$ cat src/rtl/lut_u_arbiter_pkg.sv
// Shared encoder constants and helpers for the u-value LUT and its arbiter.
package lut_u_arbiter_pkg;

  localparam int unsigned LUT_ADDR_W = 8;
  localparam int unsigned LUT_DATA_W = 16;
  localparam int unsigned NSYM_W     = 4;

  typedef struct packed {
    logic [NSYM_W-1:0] nsyms;
    logic [NSYM_W-1:0] symbol;
  } lut_req_t;

  function automatic logic [LUT_ADDR_W-1:0] pack_addr(input logic [NSYM_W-1:0] nsyms,
                                                      input logic [NSYM_W-1:0] symbol);
    return {nsyms, symbol};
  endfunction

  // Requester ID width: ceil(log2(n)), never narrower than one bit.
  function automatic int unsigned id_width(input int unsigned n);
    return (n <= 2) ? 1 : $clog2(n);
  endfunction

endpackage

$ cat src/rtl/lut_u_arbiter_if.sv
// Requester, LUT and result signals of the shared u-LUT arbiter.
interface lut_u_arbiter_if
  import lut_u_arbiter_pkg::*;
#(
  parameter int unsigned NUM_REQ    = 2,
  parameter int unsigned ID_W       = 1,
  parameter int unsigned DATA_WIDTH = 16,
  parameter int unsigned ADDR_WIDTH = 8
);

  logic [NUM_REQ-1:0]        req_valid;
  logic [NUM_REQ*NSYM_W-1:0] req_nsyms;
  logic [NUM_REQ*NSYM_W-1:0] req_symbol;
  logic [NUM_REQ-1:0]        req_ready;
  logic [ADDR_WIDTH-1:0]     lut_addr;
  logic [DATA_WIDTH-1:0]     lut_q;
  logic                      out_valid;
  logic                      out_ready;
  logic [DATA_WIDTH-1:0]     out_u;
  logic [ID_W-1:0]           out_id;
  logic                      out_err;

  modport slave (
    input  req_valid, req_nsyms, req_symbol, lut_q, out_ready,
    output req_ready, lut_addr, out_valid, out_u, out_id, out_err
  );

  modport master (
    output req_valid, req_nsyms, req_symbol, lut_q, out_ready,
    input  req_ready, lut_addr, out_valid, out_u, out_id, out_err
  );

endinterface

$ cat src/rtl/lut_u_arbiter_rr_arbiter.sv
// Round-robin arbiter; the pointer moves only when the grant is actually taken.
module lut_u_arbiter_rr_arbiter #(
  parameter int unsigned NUM_REQ = 2,
  parameter int unsigned ID_W    = 1
) (
  input  logic               clk,
  input  logic               reset,
  input  logic [NUM_REQ-1:0] req,
  input  logic               en,
  output logic [NUM_REQ-1:0] gnt_c,
  output logic [ID_W-1:0]    win_c,
  output logic               any_c
);

  logic [ID_W-1:0] last_gnt;

  // Search last_gnt+1, last_gnt+2, ... wrapping at NUM_REQ.
  always_comb begin
    int unsigned     idx;
    logic [ID_W-1:0] idx_w;
    idx   = 0;
    idx_w = '0;
    win_c = '0;
    any_c = 1'b0;
    for (int unsigned k = 1; k <= NUM_REQ; k++) begin
      idx = 32'(last_gnt) + k;
      if (idx >= NUM_REQ) idx = idx - NUM_REQ;
      idx_w = ID_W'(idx);
      if (!any_c && req[idx_w]) begin
        any_c = 1'b1;
        win_c = idx_w;
      end
    end
    gnt_c = any_c ? (NUM_REQ'(1) << win_c) : '0;
  end

  always_ff @(posedge clk) begin
    if (reset) begin
      last_gnt <= ID_W'(NUM_REQ - 1);
    end else if (en && any_c) begin
      last_gnt <= win_c;
    end
  end

endmodule

$ cat src/rtl/lut_u_arbiter.sv
// Shares one combinational u-value LUT between encoder lanes through a
// two-stage pipeline: S1 holds the LUT address, S2 holds the returned result.
module lut_u_arbiter
  import lut_u_arbiter_pkg::*;
#(
  parameter int unsigned NUM_REQ    = 2,
  parameter int unsigned ID_W       = id_width(NUM_REQ),
  parameter int unsigned DATA_WIDTH = LUT_DATA_W,
  parameter int unsigned ADDR_WIDTH = LUT_ADDR_W
) (
  input  logic           clk,
  input  logic           reset,
  lut_u_arbiter_if.slave bus
);

  logic                  s1_valid;
  logic [ADDR_WIDTH-1:0] s1_addr;
  logic [ID_W-1:0]       s1_id;
  logic                  s1_err;

  logic                  out_valid_q;
  logic [DATA_WIDTH-1:0] out_u_q;
  logic [ID_W-1:0]       out_id_q;
  logic                  out_err_q;

  logic                  s2_adv_c;
  logic                  s1_free_c;
  logic [NUM_REQ-1:0]    gnt_c;
  logic [ID_W-1:0]       win_c;
  logic                  any_c;
  lut_req_t              sel_c;

  lut_u_arbiter_rr_arbiter #(
    .NUM_REQ (NUM_REQ),
    .ID_W    (ID_W)
  ) u_rr (
    .clk   (clk),
    .reset (reset),
    .req   (bus.req_valid),
    .en    (s1_free_c),
    .gnt_c (gnt_c),
    .win_c (win_c),
    .any_c (any_c)
  );

  assign s2_adv_c  = s1_valid & (~out_valid_q | bus.out_ready);
  assign s1_free_c = ~s1_valid | s2_adv_c;

  // Winning lane's fields.
  always_comb begin
    sel_c = '0;
    for (int unsigned i = 0; i < NUM_REQ; i++) begin
      if (win_c == ID_W'(i)) begin
        sel_c.nsyms  = bus.req_nsyms[NSYM_W*i +: NSYM_W];
        sel_c.symbol = bus.req_symbol[NSYM_W*i +: NSYM_W];
      end
    end
  end

  always_ff @(posedge clk) begin
    if (reset) begin
      s1_valid    <= 1'b0;
      s1_addr     <= '0;
      s1_id       <= '0;
      s1_err      <= 1'b0;
      out_valid_q <= 1'b0;
      out_u_q     <= '0;
      out_id_q    <= '0;
      out_err_q   <= 1'b0;
    end else begin
      if (s1_free_c) begin
        s1_valid <= any_c;
        if (any_c) begin
          s1_addr <= ADDR_WIDTH'(pack_addr(sel_c.nsyms, sel_c.symbol));
          s1_id   <= win_c;
          s1_err  <= (sel_c.symbol > sel_c.nsyms);
        end
      end
      // lut_q is valid for the address held in S1 during this cycle.
      if (s2_adv_c) begin
        out_valid_q <= 1'b1;
        out_u_q     <= bus.lut_q;
        out_id_q    <= s1_id;
        out_err_q   <= s1_err;
      end else if (bus.out_ready) begin
        out_valid_q <= 1'b0;
      end
    end
  end

  assign bus.req_ready = gnt_c & {NUM_REQ{s1_free_c}};
  assign bus.lut_addr  = s1_addr;
  assign bus.out_valid = out_valid_q;
  assign bus.out_u     = out_u_q;
  assign bus.out_id    = out_id_q;
  assign bus.out_err   = out_err_q;

endmodule
$ cat src/flat_wrapper.sv
// flat-port wrapper written by rule: the top's interface ports become plain ports
module lut_u_arbiter_flat import lut_u_arbiter_pkg::*;
#(
  parameter int unsigned NUM_REQ    = 2,
  parameter int unsigned ID_W       = id_width(NUM_REQ),
  parameter int unsigned DATA_WIDTH = LUT_DATA_W,
  parameter int unsigned ADDR_WIDTH = LUT_ADDR_W
)
  (clk, reset, bus_req_valid, bus_req_nsyms, bus_req_symbol, bus_lut_q, bus_out_ready, bus_req_ready, bus_lut_addr, bus_out_valid, bus_out_u, bus_out_id, bus_out_err);
  lut_u_arbiter_if #(.NUM_REQ(NUM_REQ), .ID_W(ID_W), .DATA_WIDTH(DATA_WIDTH), .ADDR_WIDTH(ADDR_WIDTH)) bus_i ();
  input  logic clk;
  input  logic reset;
  input wire logic [$bits(bus_i.req_valid)-1:0] bus_req_valid;
  input wire logic [$bits(bus_i.req_nsyms)-1:0] bus_req_nsyms;
  input wire logic [$bits(bus_i.req_symbol)-1:0] bus_req_symbol;
  input wire logic [$bits(bus_i.lut_q)-1:0] bus_lut_q;
  input wire logic [$bits(bus_i.out_ready)-1:0] bus_out_ready;
  output wire logic [$bits(bus_i.req_ready)-1:0] bus_req_ready;
  output wire logic [$bits(bus_i.lut_addr)-1:0] bus_lut_addr;
  output wire logic [$bits(bus_i.out_valid)-1:0] bus_out_valid;
  output wire logic [$bits(bus_i.out_u)-1:0] bus_out_u;
  output wire logic [$bits(bus_i.out_id)-1:0] bus_out_id;
  output wire logic [$bits(bus_i.out_err)-1:0] bus_out_err;
  assign bus_i.req_valid = bus_req_valid;
  assign bus_i.req_nsyms = bus_req_nsyms;
  assign bus_i.req_symbol = bus_req_symbol;
  assign bus_i.lut_q = bus_lut_q;
  assign bus_i.out_ready = bus_out_ready;
  assign bus_req_ready = bus_i.req_ready;
  assign bus_lut_addr = bus_i.lut_addr;
  assign bus_out_valid = bus_i.out_valid;
  assign bus_out_u = bus_i.out_u;
  assign bus_out_id = bus_i.out_id;
  assign bus_out_err = bus_i.out_err;
  lut_u_arbiter #(.NUM_REQ(NUM_REQ), .ID_W(ID_W), .DATA_WIDTH(DATA_WIDTH), .ADDR_WIDTH(ADDR_WIDTH)) u_core (.clk(clk), .reset(reset), .bus(bus_i));
endmodule
$ cat config.mk
export PLATFORM = sky130hd
export DESIGN_NAME = lut_u_arbiter_flat
export DESIGN_NICKNAME = d
export VERILOG_FILES = /design/src/rtl/lut_u_arbiter_pkg.sv /design/src/rtl/lut_u_arbiter_if.sv /design/src/rtl/lut_u_arbiter_rr_arbiter.sv /design/src/rtl/lut_u_arbiter.sv /design/src/flat_wrapper.sv
export SDC_FILE = /design/constraint.sdc
export NUM_CORES = 1
export LEC_CHECK = 0
export CORE_ASPECT_RATIO = 1.25
export CORE_UTILIZATION = 42
export DETAILED_ROUTE_END_ITERATION = 16
export PLACE_DENSITY = 0.87
export SYNTH_ARGS = -nofsm -noshare
export SYNTH_HDL_FRONTEND = slang
export SYNTH_SLANG_ARGS = --single-unit
export TNS_END_PERCENT = 1
$ cat constraint.sdc
create_clock -name clk -period 5 [get_ports clk]
set_input_delay 1.5 -clock clk [delete_from_list [all_inputs] [get_ports clk]]
set_output_delay 1.5 -clock clk [all_outputs]
set_load 0.01 [all_outputs]
=== Word-level counts from Yosys, hierarchy flattened ===
Index checks and enable logic that the tools add are counted.

* $add $sub $neg: 4
* $lt $le $gt $ge: 5
* Shift-type cells: 1
* Muxes and demuxes: 14
* Bitwise logic cells: 6
* Reductions and logical operators: 5

{| class="wikitable"
|+ Operator list
! kind !! count
|-
| $mux 1 || 12
|-
| $mux 8 || 1
|-
| $gt 4x4->1 || 1
|-
| $lt 1x2->1 const B || 2
|-
| $add 1x2->3 const B || 1
|-
| $ge 3x2->1 const B || 1
|-
| $add 1x1->2 const B || 1
|-
| $and 2x2->2 || 1
|-
| $ge 2x2->1 const B || 1
|-
| $logic_and 1x1->1 || 2
|-
| $mux 2 || 1
|-
| $not 1->1 || 2
|-
| $or 1x1->1 || 2
|-
| $reduce_and 2->1 || 1
|-
| $reduce_bool 2->1 || 1
|-
| $shl 1x1->2 const A || 1
|-
| $sub 1x1->1 const B || 2
|-
| $and 1x1->1 || 1
|-
| $logic_not 1->1 || 1
|}

* Register bits: 31
* Input port bits: 37
* Word-level logic and storage cells: 44

=== Depth between registers and ports, before layout ===
* Word-level depth: 12
* Mapped depth: 8

=== Cells and area by module ===
A second synthesis with hierarchy kept.

* Cell total of the unflattened synthesis: 151
* Area total of the unflattened synthesis: 1412.6 sq um

{| class="wikitable"
|+ By module, submodules not included
! module !! instances !! cells each !! area an instance (sq um) !! sequential area each (sq um)
|-
| lut_u_arbiter || 1 || 142 || 1337.5 || 600.6
|-
| lut_u_arbiter_rr_arbiter || 1 || 9 || 75.1 || 20.0
|}

=== Least setup slack after synthesis ===
OpenSTA, ideal clock, no wires.

* Path kind: input port to output port
* Start point: input port bus_out_ready
* End point: output port bus_req_ready[0]
* Data arrival time: 2.029 ns
* Data required time: 3.500 ns
* Slack: 1.471 ns
* Cell stages on the path: 3
* Path buffers: 0
* Path through: nand3b_1 > o21ai_1 > nor2_1

* Cells in the longest elaborated chain, start to end: 4

{| class="wikitable"
|+ RTL lines
! what !! RTL line !! source
|-
| start, declared || flat_wrapper.sv:17 || <nowiki>input wire logic [$bits(bus_i.out_ready)-1:0] bus_out_ready;</nowiki>
|-
| $or 1x1->1 || lut_u_arbiter.sv:46 || <nowiki>assign s2_adv_c = s1_valid & (~out_valid_q | bus.out_ready);</nowiki>
|-
| $and 1x1->1 || lut_u_arbiter.sv:46 ||
|-
| $or 1x1->1 || lut_u_arbiter.sv:47 || <nowiki>assign s1_free_c = ~s1_valid | s2_adv_c;</nowiki>
|-
| $and 2x2->2 || lut_u_arbiter.sv:91 || <nowiki>assign bus.req_ready = gnt_c & {NUM_REQ{s1_free_c}};</nowiki>
|-
| end, declared || flat_wrapper.sv:18 || <nowiki>output wire logic [$bits(bus_i.req_ready)-1:0] bus_req_ready;</nowiki>
|}

No other way between the ends.

=== Worst setup path after layout ===
Ends and elaborated chain as after synthesis.

==> run_results.csv <==
group,metric,value,unit
status,status,"finished clean",
die,core,2950,µm²
finish,syn2layout_area_growth,55.6,%
sta,drv_slew,0,
sta,setup_viol,0,
global_routing,top_usage_layer,"met2",
die,die_y,64.5,µm
die,num_rows,22,
logic_synthesis,avgSynthCellArea,8.80,µm²
min_path,hold_path.class,"reg2reg",
clocking,clockBufferDepth,2,
flow_run,maxCapViolCount,0,
logic_synthesis,ys_ff_latch,31,
sta,fmax,0.222,GHz
die,die-area,3350,µm²
critical_path,rr_startpoint,"u_core.u_rr.last_gnt",
sta,fin_crit,4.51,ns
critical_path,r2r_end,"u_core.s1_err",
critical_path,arrival,3.01,ns
clocking,holdBufCountCts,0,
critical_path,critical_path_peak_fanout,7,
clocking,path_clk_slew,0.09,ns
sta,fin_ws,0.491,ns
die,ios,66,
global_routing,grt_use_total,0.191,
critical_path,regToRegSetupSlack,3.10,ns
placed_design,place_ws,0.503,ns
global_routing,gr-total-overflow,0,
global_routing,grt_pass1_vias,1176,
logic_synthesis,yosys.area_share.xor_xnor,0,
global_routing,grt_max_degree,21,
global_routing,use_met2,0.341,
critical_path,crit_type,"in2out",
routing,totalWireLength,2890,µm
routing,ant_nets,0,
logic_synthesis,synth_top_family_by_area,"simple AND/OR/NAND/NOR gates",
routing,vias,1229,
min_path,min_delay_path_depth,2,
sta,finalCritPeriodShare,0.902,
placed_design,io_buffer_count,65,
power_and_ir_drop,power,570,µW
die,initial_core_util,0.445,
sta,fin_setup_tns,0,ns
logic_synthesis,ys_seq_area_frac,0.473,
logic_synthesis,synth-edff-count,0,
critical_path,max_stage_delay,0.54,ns
placed_design,dp_hpwl,2160,µm
finish,design_area,2040,µm²
sta,worst_pin_slew,0.637,ns
critical_path,start_kind,"input port",
routing,avgViaCountPerCell,4.88,
routing,drt_first_iter_violations,22,
global_routing,grt.met3_usage,0.0704,
global_routing,antenna_found_initial,0,
critical_path,critPathRequiredTime,3.50,ns
critical_path,worstPathBufferInverterCount,2,
placed_design,gp_congestion,0.856,
finish,fin_nets,256,
finish,final_common_cell,"clkdlybuf4s50_1",
critical_path,critPathCaptureType,"output port",
clocking,cts_tree,"done",
sta,rsz0062_at_grt,"no",
logic_synthesis,async_flop_share,0,
critical_path,critPathSlowestCell,"clkdlybuf4s50_1",
critical_path,crit_top_cell,"clkdlybuf4s50_1",
routing,firstDrtPassIters,4,
logic_synthesis,ys_warn_count,0,
sta,slew_headroom,0.576,
global_routing,grt_pass1_wl,4730,µm
logic_synthesis,synth_cells,149,
power_and_ir_drop,powerDensity,279,nW/µm²
clocking,cts_buffers,5,
logic_synthesis,synth-simple-area-share,0.221,
critical_path,cpLargestDelayFamily,"buffers and inverters",
routing,wl_per_cell,11.5,µm
critical_path,reg2reg_depth,7,
finish,diodes,0,
die,die_x,52.0,µm
placed_design,dpl_cell_area,1970,µm²
finish,n_fill_cell,259,
logic_synthesis,syn_area,1310,µm²
routing,drc_errors,0,
clocking,htreeDepth,2,
logic_synthesis,ys_types,27,
power_and_ir_drop,power.leakage,0.000798,µW
logic_synthesis,synthFlopType,"dfxtp_1",
min_path,worstHoldStart,"u_core.bus.out_u[14]",
clocking,cts-resized-gates,0,
global_routing,grt_use_met1,0.191,
sta,hold_viol,0,
clocking,clk_latency,0.32,ns
clocking,cts.sinks,31,
finish,layout_common_cells,"clkdlybuf4s50_1 (65), nand2_1 (37), dfxtp_1 (31)",
logic_synthesis,synth_nets,190,
clocking,cts_root_buf,"clkbuf_4",
finish,drive_above_1_share,0.102,
clocking,postCtsSetupRepairBufs,0,
power_and_ir_drop,vdd_drop_max,0.000213,V
min_path,hold_end,"u_core.bus.out_u[14]",
sta,clock_skew,0.00533,ns
logic_synthesis,synthAdderAreaFrac,0.0382,
logic_synthesis,muxShareOfSynthArea,0.0763,
critical_path,crit_path_cell_trace,"clkdlybuf4s50_1, nand3b_1, o21ai_1, nor2_1, clkdlybuf4s50_1",
sta,whs,0.456,ns
logic_synthesis,synth_compound_area_frac,0.147,
worst max-delay path by stage:
| stage | start | endpoint | slack [ns] | cells after the start |
|---|---|---|---|---|
| detailed placement | bus_out_ready | bus_req_ready[0] | 0.50 | 5 |
| global route | bus_out_ready | bus_req_ready[0] | 0.40 | 5 |
| finish | bus_out_ready | bus_req_ready[0] | 0.49 | 5 |
| floorplan | bus_out_ready | bus_req_ready[0] | 1.47 | 3 |
| CTS | bus_out_ready | bus_req_ready[0] | 0.49 | 5 |
| global placement | bus_out_ready | bus_req_ready[0] | 0.52 | 5 |
per-stage QoR:
step	std cells	utilization
5_1_grt	252	0.693
2_1_floorplan	149	-
3_5_place_dp	244	0.669
3_3_place_gp	244	0.669
6_report	252	0.693
4_1_cts	252	0.693
layer usage:
metal / share of wire / wire [µm]
met4: 0.017 / 48
met1: 0.41 / 1180
met5: 0 / 0
met2: 0.50 / 1450
met3: 0.076 / 219
cell usage after synthesis (all sizes together) (2+ instances only):
cell type / number / share of area
nor2: 15 / 0.043
ha: 4 / 0.038
a21oi: 23 / 0.088
o21ai: 2 / 0.0076
inv: 2 / 0.0057
nand2: 38 / 0.11
a211oi: 4 / 0.023
and2: 2 / 0.011
mux2: 4 / 0.046
dfxtp: 31 / 0.47
nor3: 4 / 0.031
mux2i: 4 / 0.031
clkbuf: 3 / 0.0086
buf: 5 / 0.030
cell families after synthesis:
kind of cell             count (synthesis)
multiplexers                             8
flip-flops                              31
AO/OA/AOI/OAI                           33
buffers and inverters                   10
AND/OR/NAND/NOR                         63
adder cells (fa/ha/maj)                  4
tightest hold or removal path, delay by kind of cell (launching register included):
family | cells | cell delay (ns)
flip-flops | 1 | 0.32
AO/OA/AOI/OAI | 1 | 0.05
AND/OR/NAND/NOR | 1 | 0.05
report_power, final:
part	internal, µW	switching, µW
logic	77.6	55.6
registers	265	8.75
clock network	82.7	80.3
sequential cells by signal (all words and copies together), names as in the netlist:
signal,count
u_core.u_rr.last_gnt,1
u_core.s1_valid,1
u_core.bus.out_valid,1
u_core.s1_id,1
u_core.bus.out_err,1
u_core.bus.out_u,16
u_core.bus.lut_addr,8
u_core.s1_err,1
u_core.bus.out_id,1
cell type report:
cell class | count | area, µm² | area share
inverters | 2 | 7.51 | 0.00368
well taps | 36 | 45.0 | 0.0221
flip-flops and latches | 31 | 621 | 0.304
clock buffers | 8 | 68.8 | 0.0337
repair buffers | 67 | 666 | 0.326
multi-input cells | 108 | 633 | 0.310
No activity file was read; power rests on OpenSTA's default activity.
